===== src/rtl/dds_multimode_modulator.sv =====
// Direct digital synthesiser with ASK / FSK / BPSK symbol modulation.
// Phase accumulator -> sine LUT -> modulator. The symbol bit and mode travel with each sample.
module dds_multimode_modulator #(
    parameter int ACC_W  = 32,
    parameter int LUT_AW = 8,
    parameter int OUT_W  = 16,
    parameter int SYM_W  = 16
) (
    input  logic                    clock,
    input  logic                    reset,
    input  logic [1:0]              mode,
    input  logic [ACC_W-1:0]        increment0,
    input  logic [ACC_W-1:0]        increment1,
    input  logic [LUT_AW-1:0]       phase,
    input  logic [SYM_W-1:0]        sym_period,
    input  logic                    data_valid,
    input  logic                    data,
    output logic                    data_ready,
    output logic signed [OUT_W-1:0] sine,
    output logic signed [OUT_W-1:0] mod_out,
    output logic                    sym_strobe,
    output logic                    underrun
);
    localparam int LUT_N = 1 << LUT_AW;
    localparam logic [1:0] MODE_ASK  = 2'b00;
    localparam logic [1:0] MODE_FSK  = 2'b01;
    localparam logic [1:0] MODE_BPSK = 2'b10;
    localparam logic [0:0] IDLE = 1'b0;
    localparam logic [0:0] RUN  = 1'b1;
    localparam logic signed [OUT_W-1:0] MAX_POS = {1'b0, {(OUT_W-1){1'b1}}};
    localparam logic signed [OUT_W-1:0] MIN_NEG = {1'b1, {(OUT_W-1){1'b0}}};

    function automatic logic signed [OUT_W-1:0] sine_entry(input int k);
        real amp;
        real x;
        amp = real'((longint'(1) << (OUT_W - 1)) - 1);
        x = amp * $sin(2.0 * 3.14159265358979323846 * real'(k) / real'(LUT_N));
        if (x >= 0.0)
            return OUT_W'($rtoi(x + 0.5));
        return OUT_W'(-$rtoi(0.5 - x));
    endfunction

    function automatic logic signed [OUT_W-1:0] neg_sat(input logic signed [OUT_W-1:0] x);
        return (x == MIN_NEG) ? MAX_POS : -x;
    endfunction

    function automatic logic signed [OUT_W-1:0] modulate(
        input logic signed [OUT_W-1:0] s,
        input logic                    v,
        input logic                    b,
        input logic [1:0]              m
    );
        logic signed [OUT_W-1:0] r;
        r = '0;
        if (v) begin
            case (m)
                MODE_ASK:  r = b ? s : '0;
                MODE_FSK:  r = s;
                MODE_BPSK: r = b ? neg_sat(s) : s;
                default:   r = '0;
            endcase
        end
        return r;
    endfunction

    logic signed [OUT_W-1:0] lut [LUT_N];
    for (genvar k = 0; k < LUT_N; k++) begin : g_lut
        assign lut[k] = sine_entry(k);
    end

    logic [ACC_W-1:0]  acc_p0;
    logic [ACC_W-1:0]  inc;
    logic [LUT_AW-1:0] addr_p0;
    logic [0:0]        state;
    logic [SYM_W-1:0]  cnt;
    logic [SYM_W-1:0]  per_len;
    logic              cur_bit;
    logic [1:0]        cur_mode;
    logic              buf_full;
    logic              buf_bit;
    logic              take;
    logic              sym_end;
    logic              load;
    logic              vld_p1;
    logic              bit_p1;
    logic [1:0]        mode_p1;

    assign data_ready = !buf_full && !reset;
    assign take       = data_valid && data_ready;
    assign sym_end    = (state == RUN) && (cnt == per_len - SYM_W'(1));
    assign load       = buf_full && ((state == IDLE) || sym_end);
    assign inc        = ((state == RUN) && (cur_mode == MODE_FSK) && cur_bit) ? increment1 : increment0;
    assign addr_p0    = acc_p0[ACC_W-1 -: LUT_AW] + phase;

    always_ff @(posedge clock) begin
        if (reset) begin
            state      <= IDLE;
            cnt        <= '0;
            buf_full   <= 1'b0;
            sym_strobe <= 1'b0;
            underrun   <= 1'b0;
        end else begin
            sym_strobe <= load;
            underrun   <= sym_end && !buf_full;
            if (take)
                buf_full <= 1'b1;
            else if (load)
                buf_full <= 1'b0;
            if (load) begin
                state <= RUN;
                cnt   <= '0;
            end else if (sym_end) begin
                state <= IDLE;
                cnt   <= '0;
            end else if (state == RUN) begin
                cnt <= cnt + SYM_W'(1);
            end
        end
    end

    // Symbol payload registers; meaningful only while the control flags say so.
    always_ff @(posedge clock) begin
        if (take)
            buf_bit <= data;
        if (load) begin
            cur_bit  <= buf_bit;
            cur_mode <= mode;
            per_len  <= (sym_period == '0) ? SYM_W'(1) : sym_period;
        end
        bit_p1  <= cur_bit;
        mode_p1 <= cur_mode;
    end

    always_ff @(posedge clock) begin
        if (reset) begin
            acc_p0  <= '0;
            sine    <= '0;
            vld_p1  <= 1'b0;
            mod_out <= '0;
        end else begin
            acc_p0  <= acc_p0 + inc;
            // p0 -> p1: LUT lookup, symbol tag follows the sample
            sine    <= lut[addr_p0];
            vld_p1  <= (state == RUN);
            // p1 -> p2: modulation
            mod_out <= modulate(sine, vld_p1, bit_p1, mode_p1);
        end
    end
endmodule


===== config.mk =====
export PLATFORM = sky130hd
export DESIGN_NAME = dds_multimode_modulator
export DESIGN_NICKNAME = d
export VERILOG_FILES = /design/src/rtl/dds_multimode_modulator.sv
export SDC_FILE = /design/constraint.sdc
export NUM_CORES = 1
export LEC_CHECK = 0
export ABC_AREA = 1
export CORE_UTILIZATION = 25
export CTS_BUF_LIST = sky130_fd_sc_hd__clkbuf_8
export DETAILED_ROUTE_END_ITERATION = 7
export HOLD_SLACK_MARGIN = 0.06
export PLACE_DENSITY = 0.43
export SLEW_MARGIN = 25
export SYNTH_ARGS = -nofsm -noshare
export SYNTH_HDL_FRONTEND = slang
export SYNTH_SLANG_ARGS = --single-unit

===== constraint.sdc =====
create_clock -name clock -period 3.5 [get_ports clock]
set_input_delay 1.05 -clock clock [delete_from_list [all_inputs] [get_ports clock]]
set_output_delay 1.05 -clock clock [all_outputs]
set_load 0.05 [all_outputs]

== After elaboration in Yosys (flattened, before gate mapping) ==
Memories as Yosys holds them, arrays and structs flattened. A register that Yosys moved wholly into a read port is not among the register bits.
Cells that the tools add are included.
Word-level totals
  flip-flop bits (word level): 92
  bits in read-only memories: 4096
  input port bits: 94
  output and inout bits: 35
  logic and storage cells: 53
  memories: 1
Operators by class
  $add $sub $neg: 5
  equal/unequal tests: 5
  mux-type cells: 9
  bitwise logic cells: 3
  reduce and logical (&&, ||, !) cells: 16
Memories
  (no name shown): words 256, bits a word 16, rd ports 1, clocked after Yosys merged registers in 1, wr ports 0, RTL line 143  | sine <= lut[addr_p0];
Operators by type and width (count)
  16-bit 2-to-1 mux: 3
  16-bit case mux with 3 select lines: 1
  32-bit adder: 1
  32-bit 2-to-1 mux: 1
  16-bit by 1-bit adder with 16-bit output, second input constant: 1
  16-bit == test: 1
  16-bit == test, second input constant: 1
  16-bit logical NOT: 1
  16-bit negation: 1
  16-bit by 1-bit subtractor with 16-bit output, second input constant: 1
  8-bit inverter with 9-bit output: 1
  8-bit adder: 1
  1-bit logical AND: 7
  2-bit by 1-bit == test with 1-bit output, second input constant: 2
  1-bit 2-to-1 mux: 4
  2-bit nonzero test: 2
  3-bit OR reduction: 1
  2-bit == test, second input constant: 1
  1-bit logical NOT: 2
  2-bit logical NOT: 1
  1-bit inverter: 2
  2-bit OR reduction: 1
  1-bit logical OR: 1

== Longest topological paths before layout ==
Gate-level depths: netlist of run 1.
  word-level depth: 7
  gate-level depth with buffers: 19
  mapped depth without buffers: 19

== Worst setup path after synthesis of run 1 ==
OpenSTA, ideal clock, no wires.
  path type: input-to-reg
  from: input phase[0]
  to: register sine[3]
  library setup time: 0.109 ns
  arrival: 3.364 ns
  required time: 3.391 ns
  slack: 0.027 ns
  stages on the path: 17
  buffers on the path: 0
  cells stage by stage: ha_1 > inv_1 > fa_1 > inv_1 > ha_1 > inv_1 > nand2_1 > nand2_1 > inv_1 > o21ai_0 > nand3_1 > nand3_1 > nand2_1 > nand2_1 > nand3_1 > nand2_1 > inv_1
Between the ends
  cells in the longest elaborated chain, start to end: 2
Ends and longest elaborated chain
  start, declared: RTL line 14  | input logic [LUT_AW-1:0] phase,
  8-bit adder: RTL line 93  | assign addr_p0 = acc_p0[ACC_W-1 -: LUT_AW] + phase;
  8-bit inverter with 9-bit output (implied by the code): RTL line 143
  end, declared: RTL line 19  | output logic signed [OUT_W-1:0] sine,
Every way passes these cells.
A chain may end at the register's enable or synchronous reset.

== Worst setup path in the final report of run 1 ==
  from: input phase[0]
  to: register sine[5]
The elaborated chain is that of the path after synthesis.

==> results.toml, run 1 <==
[run_status]
status = "completed"

[timing]
slew_headroom_pct = 47.41
skew_ps = 11.38
min_period_over_period_pct = 98.47
hold_viol_final = 0
timing.fmax_mhz = 290.1
period_needed_ps = 3447
setup_viol = 0
tightest_slew_ps = 785.9
holdWs_ps = 434.2
final-max-slew-violation-count = 0

[clocking]
cts_tree = "built"
clkSinkCount = 108
clkTransAtPathRegs_ps = 120
cts-root-buf = "clkbuf_8"
clk_path_buf_depth = 2
clkLatencyLatePin_ps = 430
cts_made_buffers = 9
cts_max_level = 3
cts_hold_buf = 0

[floorplan]
die_w_um = 210.5
die_h_um = 210.5
rows = 76
pin_count = 129
die_area_mm2 = 0.04429
floorplan.initialDensity_pct = 25.28
coreArea_mm2 = 0.04298

[worst_setup_path]
required_ps = 3830
cp_num_buf_inv = 4
r2r_start = "cur_mode[1]"
start_kind = "input pin"
critPathKind = "input pin to register"
cp-end-kind = "register"
setup.worst_path.start = "phase[0]"
critPathMostFrequentCell = "nand3_1"
slowest_stage = "fa_2"
critical-path-max-stage-delay_ps = 630
crit_family = "adder cells"
crit_fanout = 3
crit_chain = "clkdlybuf4s50_1, ha_2, inv_1, fa_2, ha_4, buf_4, nand2_4, buf_4, nand2_1, nand2_2, nand3_1, nand3_1, nand3_1, nand3_1, nand2_1"
arrival_ps = 3780

[route]
first_iter_violations = 1184
vias = 13524
routed_wl_mm = 49.80
ant_nets = 0
via_per_inst = 4.992
remaining_drc_errors = 0
wl_per_cell_um = 18.38
firstDrtPassIters = 6

[synth]
synth_area_per_cell_um2 = 6.052
ys_seq_area_share_pct = 21.74
syn-num-nets = 1945
async_reset_ff_share_pct = 0
ys_ff_latch = 108
yosys_warnings = 0
post_synth_inst_count = 1795
synth_edf_count = 20
syn-cell-area_mm2 = 0.01086
synthDistinctLibCells = 49
synth_ff_type = "dfxtp_1"

[placement]
place_area_mm2 = 0.01461
placed_cells = 2679
gp_congestion = 0.9996
dpl.hpwl_mm = 40.38
io_buffers = 128

[hold_path]
hp-class = "register to register"
hp-start = "cur_mode[1]"

[finish]
most-common-layout-cells = "nand2_1 (458), nand3_1 (315), buf_4 (245)"
drive_gt1_share_pct = 20.43
fin_nets = 2269
design_area_mm2 = 0.01533
area_growth_pct = 41.09
final_cells = 2709
final_common_cell = "nand2_1"
diodes = 0
fin_util_pct = 35.66

[grt]
grt_util_all_layers_pct = 22.37
grt.overflow.total = 0
grt_pass1_wl_mm = 75.73
grt_max_degree = 45
antenna_found_initial = 0
grt_pass1_vias = 12877

[run]
max_cap_viol_count = 0
[path summary, 6_finish.rpt]
kind	slack, ps	cells after the start	to
setup / recovery	50	15	sine[5]
hold / removal	430	0	mode_p1[1]
setup reg to reg	330	16	acc_p0[24]
hold reg to reg	430	0	mode_p1[1]
[per-layer routing]
layer / vias up / part of all wire (%) / GRT usage (%)
li1: 6650 / - / -
met1: 6279 / 46 / 30.45
met2: 498 / 45 / 35.65
met3: 97 / 5.7 / 2.995
met4: 0 / 3.8 / 8.771
met5: - / 0 / 0
[kinds of logic (layout without fill, tap and decap cells)]
| group | Yosys count | after routing | share of synthesized area (%) |
|---|---|---|---|
| AND/OR/NAND/NOR | 1064 | 1064 | 42.89 |
| AO/OA/AOI/OAI | 248 | 248 | 12.38 |
| buffers and inverters | 245 | 574 | 9.593 |
| flip-flops | 108 | 108 | 21.74 |
| adder cells (fa/ha/maj) | 56 | 56 | 6.588 |
| XOR/XNOR | 42 | 42 | 3.513 |
| multiplexers | 32 | 32 | 3.294 |
[flip-flops by register name, summed over array words and instances (netlist names)]
| signal | flops |
|---|---|
| acc_p0 | 32 |
| cnt | 16 |
| mod_out | 16 |
| per_len | 16 |
| sine | 16 |
| cur_mode | 2 |
| mode_p1 | 2 |
| bit_p1 | 1 |
| buf_bit | 1 |
| buf_full | 1 |
| cur_bit | 1 |
| state | 1 |
| sym_strobe | 1 |
| underrun | 1 |
| vld_p1 | 1 |
[synthesized netlist by cell type, types with 4 or more instances]
cell type,instances,area (um^2)
nand3_1,333,1667
clkbuf_1,40,150.1
buf_4,11,82.58
nand2_2,9,56.30
o21ai_0,93,465.5
nand2_1,486,1824
inv_1,147,551.8
buf_1,5,18.77
mux2_2,30,337.8
buf_6,6,67.56
nor2_2,6,37.54
edfxtp_1,20,600.6
o21ai_1,15,75.07
inv_2,6,22.52
xnor2_1,14,122.6
o211ai_1,12,90.09
nor2_1,158,593.1
o21bai_1,4,30.03
xor2_1,27,236.5
a21o_1,6,45.04
nor3_1,18,90.09
nand4_1,32,200.2
buf_2,27,135.1
o21a_1,7,52.55
dfxtp_1,88,1762
a21oi_1,101,505.5
nor4_1,8,50.05
ha_1,54,675.7
[per-stage QoR]
stage	TNS, ps	setup WS [ps]
2_1_floorplan	0	26.77
3_3_place_gp	-11630	-770.8
3_5_place_dp	-11560	-730.5
4_1_cts	0	8.317
5_1_grt	-63.17	-16.11
6_report	0	53.39
[worst reg2reg max path: stages, from the launching register on]
cell and delay, ps:
edfxtp_1 440, nor2_1 210, nand3_4 210, buf_4 280, mux2_2 310, ha_1 360
a21oi_1 220, buf_4 140, o21ai_0 70, inv_1 90, o21bai_1 60, a31oi_1 250
o21ai_0 170, buf_4 160, nand2_1 50, nand2_1 50, nor2_1 80
[layout make-up]
type / count / area, um^2
timing repair buffer: 402 / 3627
clock buffer: 9 / 123.9
fill: 4811 / 27650
multi-input combinational: 1442 / 7824
tap: 585 / 732.0
sequential: 108 / 2362
clock inverter: 7 / 66.31
inverter: 156 / 593.1
[timing repair]
| item | 4_1_cts | 5_1_grt |
|---|---|---|
| buffers inserted | 3 | 11 |
| resized for setup | 10 | 115 |
| setup endpoints to repair | 13 | 22 |
| pin swaps | 1 | 19 |
Power of run 1 is not shown: default switching activity piles up to over one toggle a cycle in this logic, so the estimate is an artifact.
==> run 2, diff against run 1 <==
==> constraint.sdc (replaced) <==
create_clock -name clock -period 2.92 [get_ports clock]
set_input_delay 0.876 -clock clock [delete_from_list [all_inputs] [get_ports clock]]
set_output_delay 0.876 -clock clock [all_outputs]
set_load 0.05 [all_outputs]
==> run 2 against run 1 <==
  * Final cell count grew 2.5%
  * Highest routed layer unchanged
  * Flip-flop and latch count is the same
  * Via count grew 1.7%
  * Clock skew grew 7.1 ps
  * Global-route usage grew 1.4 points
  * Die area is the same
  * Core utilization grew 2.9 points
  * Critical path depth grew 1
==> results.toml, run 2 (synthesis gave the netlist of run 1 again) <==
[finish]
area_growth_pct = 52.50
final_common_cell = "nand2_1"
diodes = 0
largest_register_ffs = 32
fin_nets = 2336
top_register = "acc_p0"
most-common-layout-cells = "nand2_1 (455), nand3_1 (310), buf_4 (298)"
design_area_mm2 = 0.01657
fillCellCount = 4679
drive_gt1_share_pct = 26.65

[clocking]
cts_tree = "built"
clkTransAtPathRegs_ps = 100
clk_path_buf_depth = 2
cts_hold_buf = 0
cts_max_level = 3
clkSinkCount = 108
clkLatencyLatePin_ps = 430
cts-root-buf = "clkbuf_8"
cts_made_buffers = 9

[placement]
gp_congestion = 0.9937
place_area_mm2 = 0.01511
io_buffers = 128
dpl.hpwl_mm = 42.12

[route]
vias = 13753
first_iter_violations = 1180
via_per_inst = 4.954
routed_wl_mm = 53.83
ant_nets = 0
remaining_drc_errors = 0
firstDrtPassIters = 5
wl_per_cell_um = 19.39

[timing]
period_needed_ps = 2888
timing.fmax_mhz = 346.2
hold_viol_final = 0
rsz0062_at_grt = "true"
slew_headroom_pct = 44.51
tightest_slew_ps = 829.3
skew_ps = 18.44
min_period_over_period_pct = 98.91
final-max-slew-violation-count = 0
setup_viol = 0
holdWs_ps = 444.1

[worst_setup_path]
slowest_stage = "fa_2"
r2r_slack_ps = 100
setup.worst_path.start = "phase[1]"
critical-path-max-stage-delay_ps = 680
r2r_start = "acc_p0[24]"
timing.rr.end = "sine[11]"
arrival_ps = 3240
cp-end-kind = "register"
crit_fanout = 5
start_kind = "input pin"
critPathKind = "input pin to register"
required_ps = 3270
cp_num_buf_inv = 5
crit_family = "adder cells"
crit_end = "sine[11]"
rr_worst_depth = 16
cp_num_cells = 16
crit_chain = "clkdlybuf4s15_1, inv_1, fa_2, inv_4, ha_4, nand3_4, buf_6, nand4_1, buf_4, nand3_4, nand3_2, nand2_1, nand2_1, nand3_2, nand2_2, nor2_4"

[grt]
grt_pass1_wl_mm = 79.50
antenna_found_initial = 0
grt.overflow.total = 0
grt_util_all_layers_pct = 23.73
grt_pass1_vias = 13205
grt_max_degree = 31

[floorplan]
die_w_um = 210.5
pin_count = 129
die_h_um = 210.5
floorplan.initialDensity_pct = 25.28
die_area_mm2 = 0.04429
rows = 76
coreArea_mm2 = 0.04298

[hold_path]
hp-start = "buf_bit"
hp-class = "register to register"

[run_status]
status = "completed"

[run]
max_cap_viol_count = 0
## run 2: changes by cell type in the layout (fill, tap and decap cells not counted), moves of 12 or more
cell,before,now
a21oi_2,4,22
nor2_2,8,20
a21oi_1,97,78
buf_4,245,298
nor2_1,150,135
ha_4,4,22
ha_1,47,25
## run 2: area by class of cell
class | instances | area, um^2 | share of cell area (%)
well taps | 585 | 732.0 | 4.418
repair buffers | 468 | 4313 | 26.03
clock buffers | 9 | 123.9 | 0.7476
multi-input cells | 1443 | 8357 | 50.44
inverters | 156 | 616.8 | 3.723
clock inverters | 7 | 62.56 | 0.3776
flip-flops and latches | 108 | 2364 | 14.27
## run 2: worst min path at each step
stage	end	slack, ps	depth (start not counted)
global placement	cur_bit	430	0
global route	cur_bit	480	0
finish	cur_bit	440	0
CTS	cur_bit	450	0
detailed placement	cur_bit	420	0
floorplan	bit_p1	350	0
## run 2: metrics by stage
| stage | std cells | setup WS (ps) | utilization, % | setup TNS (ps) |
|---|---|---|---|---|
| after floorplan | 1795 | 6.647 | - | 0 |
| after global placement | 2725 | -1152 | 35.16 | -23240 |
| after detailed placement | 2725 | -1134 | 35.16 | -23530 |
| after CTS | 2751 | 0.05507 | 36.29 | 0 |
| after global routing | 2776 | -24.11 | 38.55 | -107.7 |
| final | 2776 | 31.80 | 38.55 | 0 |
## run 2: repair_timing
| item | CTS | global route |
|---|---|---|
| gates cloned | 2 | 6 |
| endpoints found under the setup margin | 29 | 33 |
| gates resized for setup | 55 | 162 |
| setup buffers | 8 | 19 |
| pin swaps | 11 | 40 |
## run 2: layer usage
layer  track usage, %  vias up  routed length [um]
li1                 -     6797                   -
met1            32.40     6368               24340
met2            37.98      494               24110
met3            3.442       94                3521
met4            8.221        0                1863
met5                0        -                   0
## run 2: worst reg2reg max path, delay by kind of cell (launching register included)
kind	cells	cell delay, ps
buffers and inverters	4	480
adders and majority gates	3	1070
DFF	1	420
and+or+nand+nor	9	790
Power of run 2 is left out for the same reason.
==> run 3, diff against run 2 <==
--- a/config.mk
+++ b/config.mk
@@ -5,7 +5,7 @@
 export SDC_FILE = /design/constraint.sdc
 export NUM_CORES = 1
 export LEC_CHECK = 0
-export ABC_AREA = 1
+export ABC_AREA = 0
 export CORE_UTILIZATION = 25
 export CTS_BUF_LIST = sky130_fd_sc_hd__clkbuf_8
 export DETAILED_ROUTE_END_ITERATION = 7
==> run 3 against run 2 <==
  * The run now ends with setup timing left
  * Design area is 27% higher
  * Maximum frequency is 13% lower
  * Core utilization is 10 points higher
  * Critical path type unchanged
  * Largest cell class unchanged
==> results.toml, run 3 <==
[floorplan]
die_w_um = 212.9
pin_count = 129
floorplan.initialDensity_pct = 25.59
coreArea_mm2 = 0.04346
die_area_mm2 = 0.04532
die_h_um = 212.9
rows = 76

[synth]
yosysMostFrequentCell = "nor2_1"
ys_seq_area_share_pct = 21.24
post_synth_inst_count = 1517
synth_area_leaders = "dfxtp_1 (16%), ha_1 (6.1%), a21oi_1 (5.6%), edfxtp_1 (5.4%), nor2_1 (5.3%)"
synthDistinctLibCells = 80
synth_area_per_cell_um2 = 7.330
syn-num-nets = 1667
syn-cell-area_mm2 = 0.01112
yosys_warnings = 0
yosysTopAreaCell = "dfxtp_1"
async_reset_ff_share_pct = 0
synth_ff_type = "dfxtp_1"
ys_ff_latch = 108
yosysTopAreaCellShare_pct = 15.84
synth_edf_count = 20
synth.top_cells.by_count = "nor2_1 (157), a21oi_1 (124), clkbuf_1 (121), nand2_1 (121), o21ai_0 (111)"

[worst_setup_path]
r2r_slack_ps = -350
required_ps = 3240
start_kind = "input pin"
arrival_ps = 3630
cp_num_buf_inv = 4
cp-end-kind = "register"
crit_chain = "buf_6, ha_4, inv_2, fa_2, clkinv_4, ha_4, or2_4, a311o_1, a311oi_2, buf_4, a311oi_2, o22ai_1, o22ai_1, nor4_1, a221oi_1"
timing.rr.end = "acc_p0[30]"
rr_worst_depth = 16
crit_family = "adder cells"
crit_fanout = 4
critPathKind = "input pin to register"
critical-path-max-stage-delay_ps = 680
slowest_stage = "fa_2"
r2r_start = "cur_mode[1]"

[route]
vias = 15544
ant_nets = 0
remaining_drc_errors = 0
routed_wl_mm = 64.62
firstDrtPassIters = 6
wl_per_cell_um = 23.49
via_per_inst = 5.650
first_iter_violations = 1617

[run_status]
status = "finished, violations left"
failed_checks = "setup timing"

[run]
max_cap_viol_count = 0

[clocking]
cts_made_buffers = 9
clkLatencyLatePin_ps = 460
cts_tree = "built"
clkSinkCount = 108
clk_path_buf_depth = 2
cts-root-buf = "clkbuf_8"
clkTransAtPathRegs_ps = 120
cts_hold_buf = 0
cts_max_level = 3

[timing]
setup_viol = 71
final-max-slew-violation-count = 0
setup_ws_ps = -392.7
hold_viol_final = 0
period_needed_ps = 3313
tightest_slew_ps = 860.7
timing.fmax_mhz = 301.9
rsz0062_at_grt = "true"
skew_ps = 31.15
min_period_over_period_pct = 113.4
slew_headroom_pct = 42.54

[hold_path]
holdPathEnd = "cur_bit"
hold_depth = 0
hp-start = "buf_bit"
hp-class = "register to register"

[placement]
gp_congestion = 0.9824
dpl.hpwl_mm = 47.04
pre_cts_slack_ps = -1688
io_buffers = 128

[finish]
top_register = "acc_p0"
drive_gt1_share_pct = 48.89
most-common-layout-cells = "buf_4 (501), clkdlybuf4s50_1 (122), nor2_1 (113)"
fin_nets = 2311
final_common_cell = "buf_4"
area_growth_pct = 89.96
largest_register_ffs = 32
diodes = 0

[grt]
antenna_found_initial = 2
grt.overflow.total = 0
grt_pass1_wl_mm = 93.30
grt_util_all_layers_pct = 27.61
grt_pass1_vias = 14964
grt_max_degree = 54
run 3: changes by cell type after synthesis, moves of 23 or more:
cell	delta
nor3_1	+29
nand2_1	-365
inv_1	-119
a21oi_1	+23
nand3_1	-290
clkbuf_1	+81
o22ai_1	+28
run 3: how the worst max path moves through the flow:
stage	from	to	slack (ps)	cells after the start
global route	cur_mode[1]	acc_p0[28]	-530	13
finish	phase[0]	sine[3]	-390	15
floorplan	phase[0]	sine[3]	-840	14
detailed placement	phase[0]	sine[6]	-1690	13
CTS	phase[0]	sine[3]	-280	15
global placement	phase[0]	sine[6]	-1700	13
run 3: layout make-up:
type,instances,area (um^2)
Inverter,31,142.6
Timing Repair Buffer,765,7071
Clock inverter,7,102.6
Tap cell,585,732.0
Fill cell,4220,22330
Sequential cell,108,2366
Multi-Input combinational cell,1246,10590
Clock buffer,9,123.9
run 3: what timing repair did:
item                       CTS  global route
setup buffers               91            57
setup endpoints to repair   73            76
gates cloned                16             2
pin swaps                  122           171
gates resized for setup    392           234
run 3: cell families (layout without fill, tap and decap cells):
kind of cell | after synthesis | in the layout | synth area share (%)
AO/OA/AOI/OAI | 568 | 569 | 34.82
AND/OR/NAND/NOR | 503 | 506 | 21.71
buffers and inverters | 167 | 812 | 5.773
flip-flops | 108 | 108 | 21.24
XOR/XNOR | 72 | 72 | 5.795
adder cells (fa/ha/maj) | 56 | 56 | 6.436
multiplexers | 43 | 43 | 4.231
run 3: metrics by stage:
stage / hold slack (ps) / area, um^2 / util, % / setup TNS [ps] / cells
floorplan: 338.6 / 11650 / - / -11240 / 1517
global placement: 407.8 / 16980 / 39.08 / -42730 / 2588
detailed placement: 411.0 / 16980 / 39.08 / -43500 / 2588
CTS: 441.4 / 19760 / 45.47 / -11600 / 2705
global route: 450.6 / 21120 / 48.61 / -23690 / 2751
finish: 438.3 / 21120 / 48.61 / -15880 / 2751
run 3: metal layers:
| layer | global-route usage (%) | part of all wire (%) | vias up |
|---|---|---|---|
| met1 | 36.38 | 42 | 7397 |
| met5 | 0 | 0 | - |
| met4 | 14.17 | 5.4 | 0 |
| li1 | - | - | 7088 |
| met2 | 42.51 | 44 | 846 |
| met3 | 5.413 | 9.0 | 213 |
Power of run 3 is left out for the same reason.
